--- config.mk ---
export PLATFORM = sky130hd
export DESIGN_NAME = cpu_ctrl_fsm_flat
export DESIGN_NICKNAME = d
export VERILOG_FILES = /design/src/rtl/cpu_ctrl_pkg.sv /design/src/rtl/cpu_ctrl_fsm_if.sv /design/src/rtl/cpu_instr_dec.sv /design/src/rtl/cpu_ctrl_fsm.sv /design/src/flat_wrapper.sv
export SDC_FILE = /design/constraint.sdc
export NUM_CORES = 1
export LEC_CHECK = 0
export ABC_AREA = 1
export CORE_ASPECT_RATIO = 0.7
export CORE_MARGIN = 2
export CORE_UTILIZATION = 28
export CTS_CLUSTER_DIAMETER = 100
export DETAILED_ROUTE_END_ITERATION = 10
export SETUP_SLACK_MARGIN = 0.5
export SYNTH_ARGS = -nofsm -noshare
export SYNTH_HDL_FRONTEND = slang
export SYNTH_HIERARCHICAL = 1
export SYNTH_SLANG_ARGS = --single-unit
export TNS_END_PERCENT = 100
--- constraint.sdc ---
create_clock -name clk -period 1.3 [get_ports clk]
set_input_delay 0.13 -clock clk [delete_from_list [all_inputs] [get_ports clk]]
set_output_delay 0.13 -clock clk [all_outputs]
set_load 0.01 [all_outputs]
--- src/rtl/cpu_ctrl_pkg.sv ---
// Shared types and encodings for the SIMPLE-RISC controller slice.
// The HALT state exists only when ILLEGAL_TRAP_EN is defined.
package cpu_ctrl_pkg;

    localparam logic [2:0] OP_MOV = 3'b110;
    localparam logic [2:0] OP_ALU = 3'b101;

    localparam logic [1:0] OPX_MOV_REG = 2'b00;
    localparam logic [1:0] OPX_MOV_IMM = 2'b10;
    localparam logic [1:0] OPX_MVN     = 2'b11;

    localparam logic [1:0] VSEL_C   = 2'b00;
    localparam logic [1:0] VSEL_IMM = 2'b10;

    localparam logic [1:0] ALU_ADD  = 2'b00;
    localparam logic [1:0] ALU_SUB  = 2'b01;
    localparam logic [1:0] ALU_AND  = 2'b10;
    localparam logic [1:0] ALU_NOTB = 2'b11;

    typedef enum logic [2:0] {
        S_WAIT,
        S_DECODE,
        S_WRITE_IMM,
        S_GET_A,
        S_GET_B,
        S_ALU,
        S_WRITE_REG
`ifdef ILLEGAL_TRAP_EN
        , S_HALT
`endif
    } state_t;

endpackage

--- src/rtl/cpu_ctrl_fsm_if.sv ---
// Wrapper-to-controller bundle: start/load/instruction in, regfile and datapath controls out.
interface cpu_ctrl_fsm_if #(parameter int DATA_W = 16);

    logic              s;
    logic              load;
    logic [DATA_W-1:0] in;
    logic              w;
    logic              write;
    logic [2:0]        writenum;
    logic [2:0]        readnum;
    logic [1:0]        vsel;
    logic              loada;
    logic              loadb;
    logic              loadc;
    logic              loads;
    logic              asel;
    logic              bsel;
    logic [1:0]        shift;
    logic [1:0]        ALUop;
    logic [DATA_W-1:0] sximm8;
    logic [DATA_W-1:0] sximm5;
    logic              illegal;

    modport master (
        output s, load, in,
        input  w, write, writenum, readnum, vsel, loada, loadb, loadc, loads,
               asel, bsel, shift, ALUop, sximm8, sximm5, illegal
    );

    modport slave (
        input  s, load, in,
        output w, write, writenum, readnum, vsel, loada, loadb, loadc, loads,
               asel, bsel, shift, ALUop, sximm8, sximm5, illegal
    );

endinterface

--- src/rtl/cpu_instr_dec.sv ---
// Combinational IR field extraction, immediate sign extension and instruction class flags.
module cpu_instr_dec
    import cpu_ctrl_pkg::*;
#(
    parameter int DATA_W = 16
) (
    input  logic [DATA_W-1:0] ir,
    output logic [2:0]        rn,
    output logic [2:0]        rd,
    output logic [2:0]        rm,
    output logic [1:0]        sh,
    output logic [1:0]        op,
    output logic [DATA_W-1:0] sximm8,
    output logic [DATA_W-1:0] sximm5,
    output logic              is_mov_imm,
    output logic              is_mov_reg,
    output logic              is_mvn,
    output logic              is_cmp,
    output logic              is_alu_ab
);

    logic        [2:0]        opcode;
    logic signed [DATA_W-1:0] imm8_s;
    logic signed [DATA_W-1:0] imm5_s;

    assign opcode = ir[15:13];
    assign op     = ir[12:11];
    assign rn     = ir[10:8];
    assign rd     = ir[7:5];
    assign sh     = ir[4:3];
    assign rm     = ir[2:0];

    assign imm8_s = DATA_W'($signed(ir[7:0]));
    assign imm5_s = DATA_W'($signed(ir[4:0]));
    assign sximm8 = imm8_s;
    assign sximm5 = imm5_s;

    assign is_mov_imm = (opcode == OP_MOV) && (op == OPX_MOV_IMM);
    assign is_mov_reg = (opcode == OP_MOV) && (op == OPX_MOV_REG);
    assign is_mvn     = (opcode == OP_ALU) && (op == OPX_MVN);
    assign is_cmp     = (opcode == OP_ALU) && (op == ALU_SUB);
    // ADD, CMP and AND read both operands, so they start at GET_A.
    assign is_alu_ab  = (opcode == OP_ALU) && (op != OPX_MVN);

endmodule

--- src/rtl/cpu_ctrl_fsm.sv ---
// Multi-cycle SIMPLE-RISC controller with registered Moore outputs.
// Define ILLEGAL_TRAP_EN to trap illegal opcodes in HALT instead of returning to WAIT.
module cpu_ctrl_fsm
    import cpu_ctrl_pkg::*;
#(
    parameter int DATA_W = 16
) (
    input logic           clk,
    input logic           reset,
    cpu_ctrl_fsm_if.slave bus
);

    state_t            state;
    logic [DATA_W-1:0] ir;

    logic [2:0] rn, rd, rm;
    logic [1:0] sh, op;
    logic       is_mov_imm, is_mov_reg, is_mvn, is_cmp, is_alu_ab;

    cpu_instr_dec #(.DATA_W(DATA_W)) u_dec (
        .ir         (ir),
        .rn         (rn),
        .rd         (rd),
        .rm         (rm),
        .sh         (sh),
        .op         (op),
        .sximm8     (bus.sximm8),
        .sximm5     (bus.sximm5),
        .is_mov_imm (is_mov_imm),
        .is_mov_reg (is_mov_reg),
        .is_mvn     (is_mvn),
        .is_cmp     (is_cmp),
        .is_alu_ab  (is_alu_ab)
    );

`ifndef ILLEGAL_TRAP_EN
    assign bus.illegal = 1'b0;
`endif

    // Outputs are registered alongside the state they belong to, so each
    // branch sets the controls for the state being entered.
    always_ff @(posedge clk or posedge reset) begin
        if (reset) begin
            state        <= S_WAIT;
            ir           <= '0;
            bus.w        <= 1'b1;
            bus.write    <= 1'b0;
            bus.writenum <= 3'd0;
            bus.readnum  <= 3'd0;
            bus.vsel     <= VSEL_C;
            bus.loada    <= 1'b0;
            bus.loadb    <= 1'b0;
            bus.loadc    <= 1'b0;
            bus.loads    <= 1'b0;
            bus.asel     <= 1'b0;
            bus.bsel     <= 1'b0;
            bus.shift    <= 2'b00;
            bus.ALUop    <= ALU_ADD;
`ifdef ILLEGAL_TRAP_EN
            bus.illegal  <= 1'b0;
`endif
        end else begin
            bus.w        <= 1'b0;
            bus.write    <= 1'b0;
            bus.writenum <= 3'd0;
            bus.readnum  <= 3'd0;
            bus.vsel     <= VSEL_C;
            bus.loada    <= 1'b0;
            bus.loadb    <= 1'b0;
            bus.loadc    <= 1'b0;
            bus.loads    <= 1'b0;
            bus.asel     <= 1'b0;
            bus.bsel     <= 1'b0;
            bus.shift    <= 2'b00;
            bus.ALUop    <= ALU_ADD;
`ifdef ILLEGAL_TRAP_EN
            bus.illegal  <= 1'b0;
`endif
            case (state)
                S_WAIT: begin
                    if (bus.load) ir <= bus.in;
                    if (bus.s) begin
                        state <= S_DECODE;
                    end else begin
                        state <= S_WAIT;
                        bus.w <= 1'b1;
                    end
                end
                S_DECODE: begin
                    if (is_mov_imm) begin
                        state        <= S_WRITE_IMM;
                        bus.writenum <= rn;
                        bus.vsel     <= VSEL_IMM;
                        bus.write    <= 1'b1;
                    end else if (is_mov_reg || is_mvn) begin
                        state       <= S_GET_B;
                        bus.readnum <= rm;
                        bus.loadb   <= 1'b1;
                    end else if (is_alu_ab) begin
                        state       <= S_GET_A;
                        bus.readnum <= rn;
                        bus.loada   <= 1'b1;
                    end else begin
`ifdef ILLEGAL_TRAP_EN
                        state       <= S_HALT;
                        bus.illegal <= 1'b1;
`else
                        state       <= S_WAIT;
                        bus.w       <= 1'b1;
`endif
                    end
                end
                S_GET_A: begin
                    state       <= S_GET_B;
                    bus.readnum <= rm;
                    bus.loadb   <= 1'b1;
                end
                S_GET_B: begin
                    state     <= S_ALU;
                    bus.shift <= sh;
                    bus.asel  <= is_mov_reg || is_mvn;
                    bus.ALUop <= is_mov_reg ? ALU_ADD : op;
                    if (is_cmp) bus.loads <= 1'b1;
                    else        bus.loadc <= 1'b1;
                end
                S_ALU: begin
                    if (is_cmp) begin
                        state <= S_WAIT;
                        bus.w <= 1'b1;
                    end else begin
                        state        <= S_WRITE_REG;
                        bus.writenum <= rd;
                        bus.vsel     <= VSEL_C;
                        bus.write    <= 1'b1;
                    end
                end
`ifdef ILLEGAL_TRAP_EN
                S_HALT: begin
                    state       <= S_HALT;
                    bus.illegal <= 1'b1;
                end
`endif
                default: begin
                    state <= S_WAIT;
                    bus.w <= 1'b1;
                end
            endcase
        end
    end

endmodule

--- src/flat_wrapper.sv ---
// flat-port wrapper written by rule: the top's interface ports become plain ports
module cpu_ctrl_fsm_flat import cpu_ctrl_pkg::*;
#(
    parameter int DATA_W = 16
)
  (clk, reset, bus_s, bus_load, bus_in, bus_w, bus_write, bus_writenum, bus_readnum, bus_vsel, bus_loada, bus_loadb, bus_loadc, bus_loads, bus_asel, bus_bsel, bus_shift, bus_ALUop, bus_sximm8, bus_sximm5, bus_illegal);
  cpu_ctrl_fsm_if #(.DATA_W(DATA_W)) bus_i ();
  input logic clk;
  input logic reset;
  input wire logic [$bits(bus_i.s)-1:0] bus_s;
  input wire logic [$bits(bus_i.load)-1:0] bus_load;
  input wire logic [$bits(bus_i.in)-1:0] bus_in;
  output wire logic [$bits(bus_i.w)-1:0] bus_w;
  output wire logic [$bits(bus_i.write)-1:0] bus_write;
  output wire logic [$bits(bus_i.writenum)-1:0] bus_writenum;
  output wire logic [$bits(bus_i.readnum)-1:0] bus_readnum;
  output wire logic [$bits(bus_i.vsel)-1:0] bus_vsel;
  output wire logic [$bits(bus_i.loada)-1:0] bus_loada;
  output wire logic [$bits(bus_i.loadb)-1:0] bus_loadb;
  output wire logic [$bits(bus_i.loadc)-1:0] bus_loadc;
  output wire logic [$bits(bus_i.loads)-1:0] bus_loads;
  output wire logic [$bits(bus_i.asel)-1:0] bus_asel;
  output wire logic [$bits(bus_i.bsel)-1:0] bus_bsel;
  output wire logic [$bits(bus_i.shift)-1:0] bus_shift;
  output wire logic [$bits(bus_i.ALUop)-1:0] bus_ALUop;
  output wire logic [$bits(bus_i.sximm8)-1:0] bus_sximm8;
  output wire logic [$bits(bus_i.sximm5)-1:0] bus_sximm5;
  output wire logic [$bits(bus_i.illegal)-1:0] bus_illegal;
  assign bus_i.s = bus_s;
  assign bus_i.load = bus_load;
  assign bus_i.in = bus_in;
  assign bus_w = bus_i.w;
  assign bus_write = bus_i.write;
  assign bus_writenum = bus_i.writenum;
  assign bus_readnum = bus_i.readnum;
  assign bus_vsel = bus_i.vsel;
  assign bus_loada = bus_i.loada;
  assign bus_loadb = bus_i.loadb;
  assign bus_loadc = bus_i.loadc;
  assign bus_loads = bus_i.loads;
  assign bus_asel = bus_i.asel;
  assign bus_bsel = bus_i.bsel;
  assign bus_shift = bus_i.shift;
  assign bus_ALUop = bus_i.ALUop;
  assign bus_sximm8 = bus_i.sximm8;
  assign bus_sximm5 = bus_i.sximm5;
  assign bus_illegal = bus_i.illegal;
  cpu_ctrl_fsm #(.DATA_W(DATA_W)) u_core (.clk(clk), .reset(reset), .bus(bus_i));
endmodule
# Word-level counts from Yosys, hierarchy flattened
# Index checks and enable logic that the tools add are counted.
[totals] word_cells=71 out_inout_bits=53 register_bits=38 input_bits=20
[op_classes] n_mux=37 n_reduce_logical=10 eq_ne=10
[op_table] op="$mux 3" count=8
[op_table] op="$mux 1" count=17
[op_table] op="$pmux 3 s5" count=1
[op_table] op="$eq 3x3->1 const B" count=4
[op_table] op="$mux 2" count=6
[op_table] op="$pmux 3 s2" count=2
[op_table] op="$logic_and 1x1->1" count=5
[op_table] op="$eq 2x2->1 const B" count=2
[op_table] op="$pmux 1 s2" count=2
[op_table] op="$pmux 1 s4" count=1
[op_table] op="$eq 3x1->1 const B" count=1
[op_table] op="$eq 3x2->1 const B" count=1
[op_table] op="$logic_not 3->1" count=1
[op_table] op="$eq 2x1->1 const B" count=1
[op_table] op="$logic_not 2->1" count=1
[op_table] op="$ne 2x2->1 const B" count=1
[op_table] op="$reduce_and 2->1" count=1
[op_table] op="$reduce_or 2->1" count=1
[op_table] op="$logic_or 1x1->1" count=1

# Longest topological paths before layout
[depth] word_depth=6 mapped_depth=9 depth_no_buf=9

# By module
# The synthesis kept the hierarchy.
[by_module_without_submodules] module="cpu_ctrl_fsm" seq_area_each_um2=927.1 area_each_um2=1564.0 n_inst=1 cells_each=173
[by_module_without_submodules] module="cpu_instr_dec" seq_area_each_um2=0.0 area_each_um2=405.4 n_inst=1 cells_each=61

# Least setup slack after synthesis
# No wires, ideal clock.
[synth_timing] path_kind="register to register" from="register u_core.ir[11]" to="register u_core.state[2]" slack_ps=39 arrival_time_ps=1132 period_less_slack_ps=1261 path_stages_with_launch=9 required_time_ps=1170 cell_sequence="dfrtp_1 > inv_1 > nand2_1 > nor2_1 > inv_1 > o21ai_0 > nand2_1 > nand2_1 > nand3_1"
[synth_via] word_cells_on_any_way=13 classes_between="eq/ne (3); mux (4); reduce/logical (6)"
[synth_lines] element="start: declaration" line="cpu_ctrl_fsm.sv:14" rtl="logic [DATA_W-1:0] ir;"
[synth_lines] element="start signal: assignment" line="cpu_ctrl_fsm.sv:81" rtl="if (bus.load) ir <= bus.in;"
[synth_lines] element="$eq 2x2->1" line="cpu_instr_dec.sv:38" rtl="assign is_mov_imm = (opcode == OP_MOV) && (op == OPX_MOV_IMM);"
[synth_lines] element="$logic_and 1x1->1" line="cpu_instr_dec.sv:38"
[synth_lines] element="via u_core.is_mov_imm" line="cpu_ctrl_fsm.sv:18" rtl="logic is_mov_imm, is_mov_reg, is_mvn, is_cmp, is_alu_ab;"
[synth_lines] element="$mux 3" line="cpu_ctrl_fsm.sv:90" rtl="if (is_mov_imm) begin"
[synth_lines] element="$pmux 3 s5" line="cpu_ctrl_fsm.sv:79" rtl="case (state)"
[synth_lines] element="end signal: assignment" line="cpu_ctrl_fsm.sv:83" rtl="state <= S_DECODE;"
[synth_lines] element="end signal: assignment" line="cpu_ctrl_fsm.sv:85" rtl="state <= S_WAIT;"
[synth_lines] element="end signal: assignment" line="cpu_ctrl_fsm.sv:91" rtl="state <= S_WRITE_IMM;"
[synth_lines] element="end: declaration" line="cpu_ctrl_fsm.sv:13" rtl="state_t state;"
# The timed path passes the listed nets, and every way through them passes these cells.
# A chain may end at the register's enable or synchronous reset.

# Worst setup path in the final report
[layout_timing] from="register u_core.ir[14]" to="register u_core.bus.readnum[2]"
[layout_via] elab_chain_len=6 word_cells_on_any_way=11 classes_between="eq/ne (2); mux (4); reduce/logical (5)"
[layout_lines] element="$eq 3x3->1" line="cpu_instr_dec.sv:40" rtl="assign is_mvn = (opcode == OP_ALU) && (op == OPX_MVN);"
[layout_lines] element="$logic_and 1x1->1" line="cpu_instr_dec.sv:40"
[layout_lines] element="via u_core.is_mvn" line="cpu_ctrl_fsm.sv:18"
[layout_lines] element="$logic_or 1x1->1" line="cpu_ctrl_fsm.sv:95" rtl="end else if (is_mov_reg || is_mvn) begin"
[layout_lines] element="$mux 3" line="cpu_ctrl_fsm.sv:95"
[layout_lines] element="$mux 3" line="cpu_ctrl_fsm.sv:90"
[layout_lines] element="$pmux 3 s2" line="cpu_ctrl_fsm.sv:79"
[layout_lines] element="end signal: assignment" line="cpu_ctrl_fsm.sv:97" rtl="bus.readnum <= rm;"
[layout_lines] element="end signal: assignment" line="cpu_ctrl_fsm.sv:101" rtl="bus.readnum <= rn;"
[layout_lines] element="end signal: assignment" line="cpu_ctrl_fsm.sv:115" rtl="bus.readnum <= rm;"
[layout_lines] element="end: declaration" line="cpu_ctrl_fsm_if.sv:32" rtl="output w, write, writenum, readnum, vsel, loada, loadb, loadc, loads,"
# The timed path passes the listed nets, and every way through them passes these cells.

==> flow_summary_export.csv <==
group,metric,value,unit
detailed_routing,routedLengthMet1,2140,um
floorplanning,coreArea,6790,sq um
cells_and_area,utilization,42.3,%
clock_network,clkTransAtPathRegs,70,ps
timing,setup_viol,0,
timing,period_share,95.3,%
clock_network,cts_buffers,5,
cells_and_area,insertedDiodeCount,0,
yosys,ys_ff_latch,37,
setup_path,critPathArrivalTime,1460,ps
global_routing,grt_pass1_wl,7270,um
detailed_routing,maxUsedRoutingLayer,"met4",
cells_and_area,area_growth,45.9,%
pwr,totalPowerFinal,6.49,mW
timing,finalClockSkew,7.84,ps
clock_network,cts_tree,"built",
cells_and_area,final_nets,312,
setup_path,slowest_delay,420,ps
pwr,p_leak,1.47,nW
yosys,ys_seq_area_share,47.1,%
cells_and_area,fin_cells,387,
detailed_routing,drt_iter0_drc,33,
setup_path,slowest_stage,"dfrtp_1",
min_path,hold_class,"in2async",
placement,place_inst,353,
global_routing,gr-total-overflow,0,
clock_network,cts_root_buffer,"clkbuf_8",
floorplanning,io_pins,73,
floorplanning,row_count,25,
pwr,p_per_area,2260,nW/um^2
detailed_routing,met2RoutedLength,2050,um
placement,hpwl,3100,um
detailed_routing,routed_via_density,3.97,
setup_path,required,1520,ps
global_routing,grt_max_degree,38,
timing,hold_viol_final,0,
yosys,syn-cell-area,1970,sq um
floorplanning,die-area,7730,sq um
yosys,synth_area_per_cell,8.42,sq um
cells_and_area,final_area,2870,sq um
setup_path,end_kind,"flop",
clock_network,clock-sinks,37,
timing,rsz0062_at_grt,"yes",
detailed_routing,vias,1536,
floorplanning,dieWidth,104,um
cells_and_area,final_layout_size_suffix_gt1_share,50.2,%
cells_and_area,layout_commonest_cell,"nand2_1",
yosys,synthDistinctLibCells,22,
setup_path,cp_max_fo,7,
clock_network,clock_path_buffers,2,
cells_and_area,layout_common_cells,"nand2_1 (48), buf_6 (39), dfrtp_1 (32), buf_2 (22), clkdlybuf4s50_1 (19)",
global_routing,grt_util_all_layers,12.2,%
timing,clock.fmax,807,MHz
detailed_routing,post_drt_wl_per_cell,11.5,um
clock_network,clk_latency,290,ps
detailed_routing,antenna_left,0,
clock_network,htree_num_levels,2,
timing,drv_slew,0,
setup_path,path_cells,"inv_2 > nand3_4 > nor2_4 > nor2_4 > nand3_2 > nor2_2 > nand2_1 > nand2_1",
status,status,"complete, no violations",
global_routing,antenna_found_initial,0,
pwr,ir_drop,0.668,mV
floorplanning,die_y,74.2,um
detailed_routing,met3_wirelength,210,um
global_routing,first_global_vias,1448,
clock_network,cts_hold_buf,0,
flow_run,drv_cap,0,
setup_path,criticalPathCategory,"reg2reg",
detailed_routing,drc_errors,0,
floorplanning,initial_utilization,29.0,%
detailed_routing,drt_pre_antenna_iters,4,
timing,fin_ws,60.5,ps
yosys,yosys_warnings,6,
placement,finalWeightedCongestion,0.731,
detailed_routing,drt-total-wl,4450,um
yosys,netlist_instances,234,
setup_path,start_kind,"flop",
placement,placed_cell_area,2490,sq um
placement,port_buffers,69,
timing,period_needed,1240,ps
placement,post-place-ws,21.6,ps
[final cells by class]
cell class,count,area [sq um]
Timing Repair Buffer,100,915
Multi-Input combinational cell,127,742
Tap cell,94,118
Sequential cell,37,932
Clock inverter,1,5.00
Fill cell,697,3920
Inverter,21,85.1
Clock buffer,7,76.3
[repair_timing]
item | CTS | global route
hold endpoints to repair | 0 | 0
setup buffers | 22 | 4
pin swaps | 17 | 8
setup endpoints to repair | 87 | 87
gates resized for setup | 259 | 27
[state kept, by name, indices dropped and copies added (netlist names), 2 cells and up]
signal / cells
u_core/bus.ALUop: 2
u_core/bus.readnum: 3
u_core/bus.shift: 2
u_core/bus.writenum: 3
u_core/ir: 16
u_core/state: 3
[metal layers]
layer | vias to the layer above | GRT usage (%)
met5 | - | 0
met4 | 0 | 3.60
met3 | 6 | 3.59
li1 | 790 | -
met2 | 34 | 18.3
met1 | 706 | 17.2
[kinds of logic (layout without fill, tap and decap cells)]
logic type,after synthesis,count (layout),synth area share [%]
AND/OR/NAND/NOR,102,102,23.3
AO/OA/AOI/OAI,22,22,5.59
other,1,3,0.190
buffers and inverters,72,129,23.8
flip-flops,37,37,47.1
[synthesized netlist by cell type (all sizes together)]
cell type,count,share of area [%]
nand2,67,14
buf,50,20
dfrtp,36,46
nor2,22,5.8
o21ai,22,5.6
inv,21,4.0
nand3,11,3.3
clkbuf,1,0.19
conb,1,0.19
dfstp,1,1.3
nand4,1,0.32
nor3,1,0.25
[metrics by stage]
stage	setup TNS, ps	hold slack (ps)
global route	-130	248
global placement	0	521
CTS	0	232
detailed placement	0	513
finish	0	225
floorplan	0	89.3
[power breakdown]
| group | total (mW) | switching (mW) | internal, mW |
|---|---|---|---|
| Combinational | 3.82 | 1.88 | 1.95 |
| Sequential | 1.89 | 0.340 | 1.55 |
| Clock | 0.773 | 0.397 | 0.376 |
| Total | 6.49 | 2.61 | 3.87 |
[worst max-delay path: cells and delay by family (launching register included)]
family / cells / cell delay (ps)
simple gates: 7 / 710
buf+inv: 1 / 60
flops: 1 / 420
[path summary, 6_finish.rpt]
kind                                     from               endpoint  slack (ps)  depth (start not counted)
min in group clk                    bus_in[4]           u_core/ir[4]         380                          3
worst max-delay path            u_core/ir[14]  u_core/bus.readnum[2]          60                          8
worst min register to register   u_core/ir[3]           u_core/ir[3]         540                          2
max in group asynchronous               reset           u_core/bus.w         830                          3
worst min-delay path                    reset  u_core/bus.readnum[0]         220                          3
worst max register to register  u_core/ir[14]  u_core/bus.readnum[2]          60                          8
No activity file was read; power rests on OpenSTA's default activity.
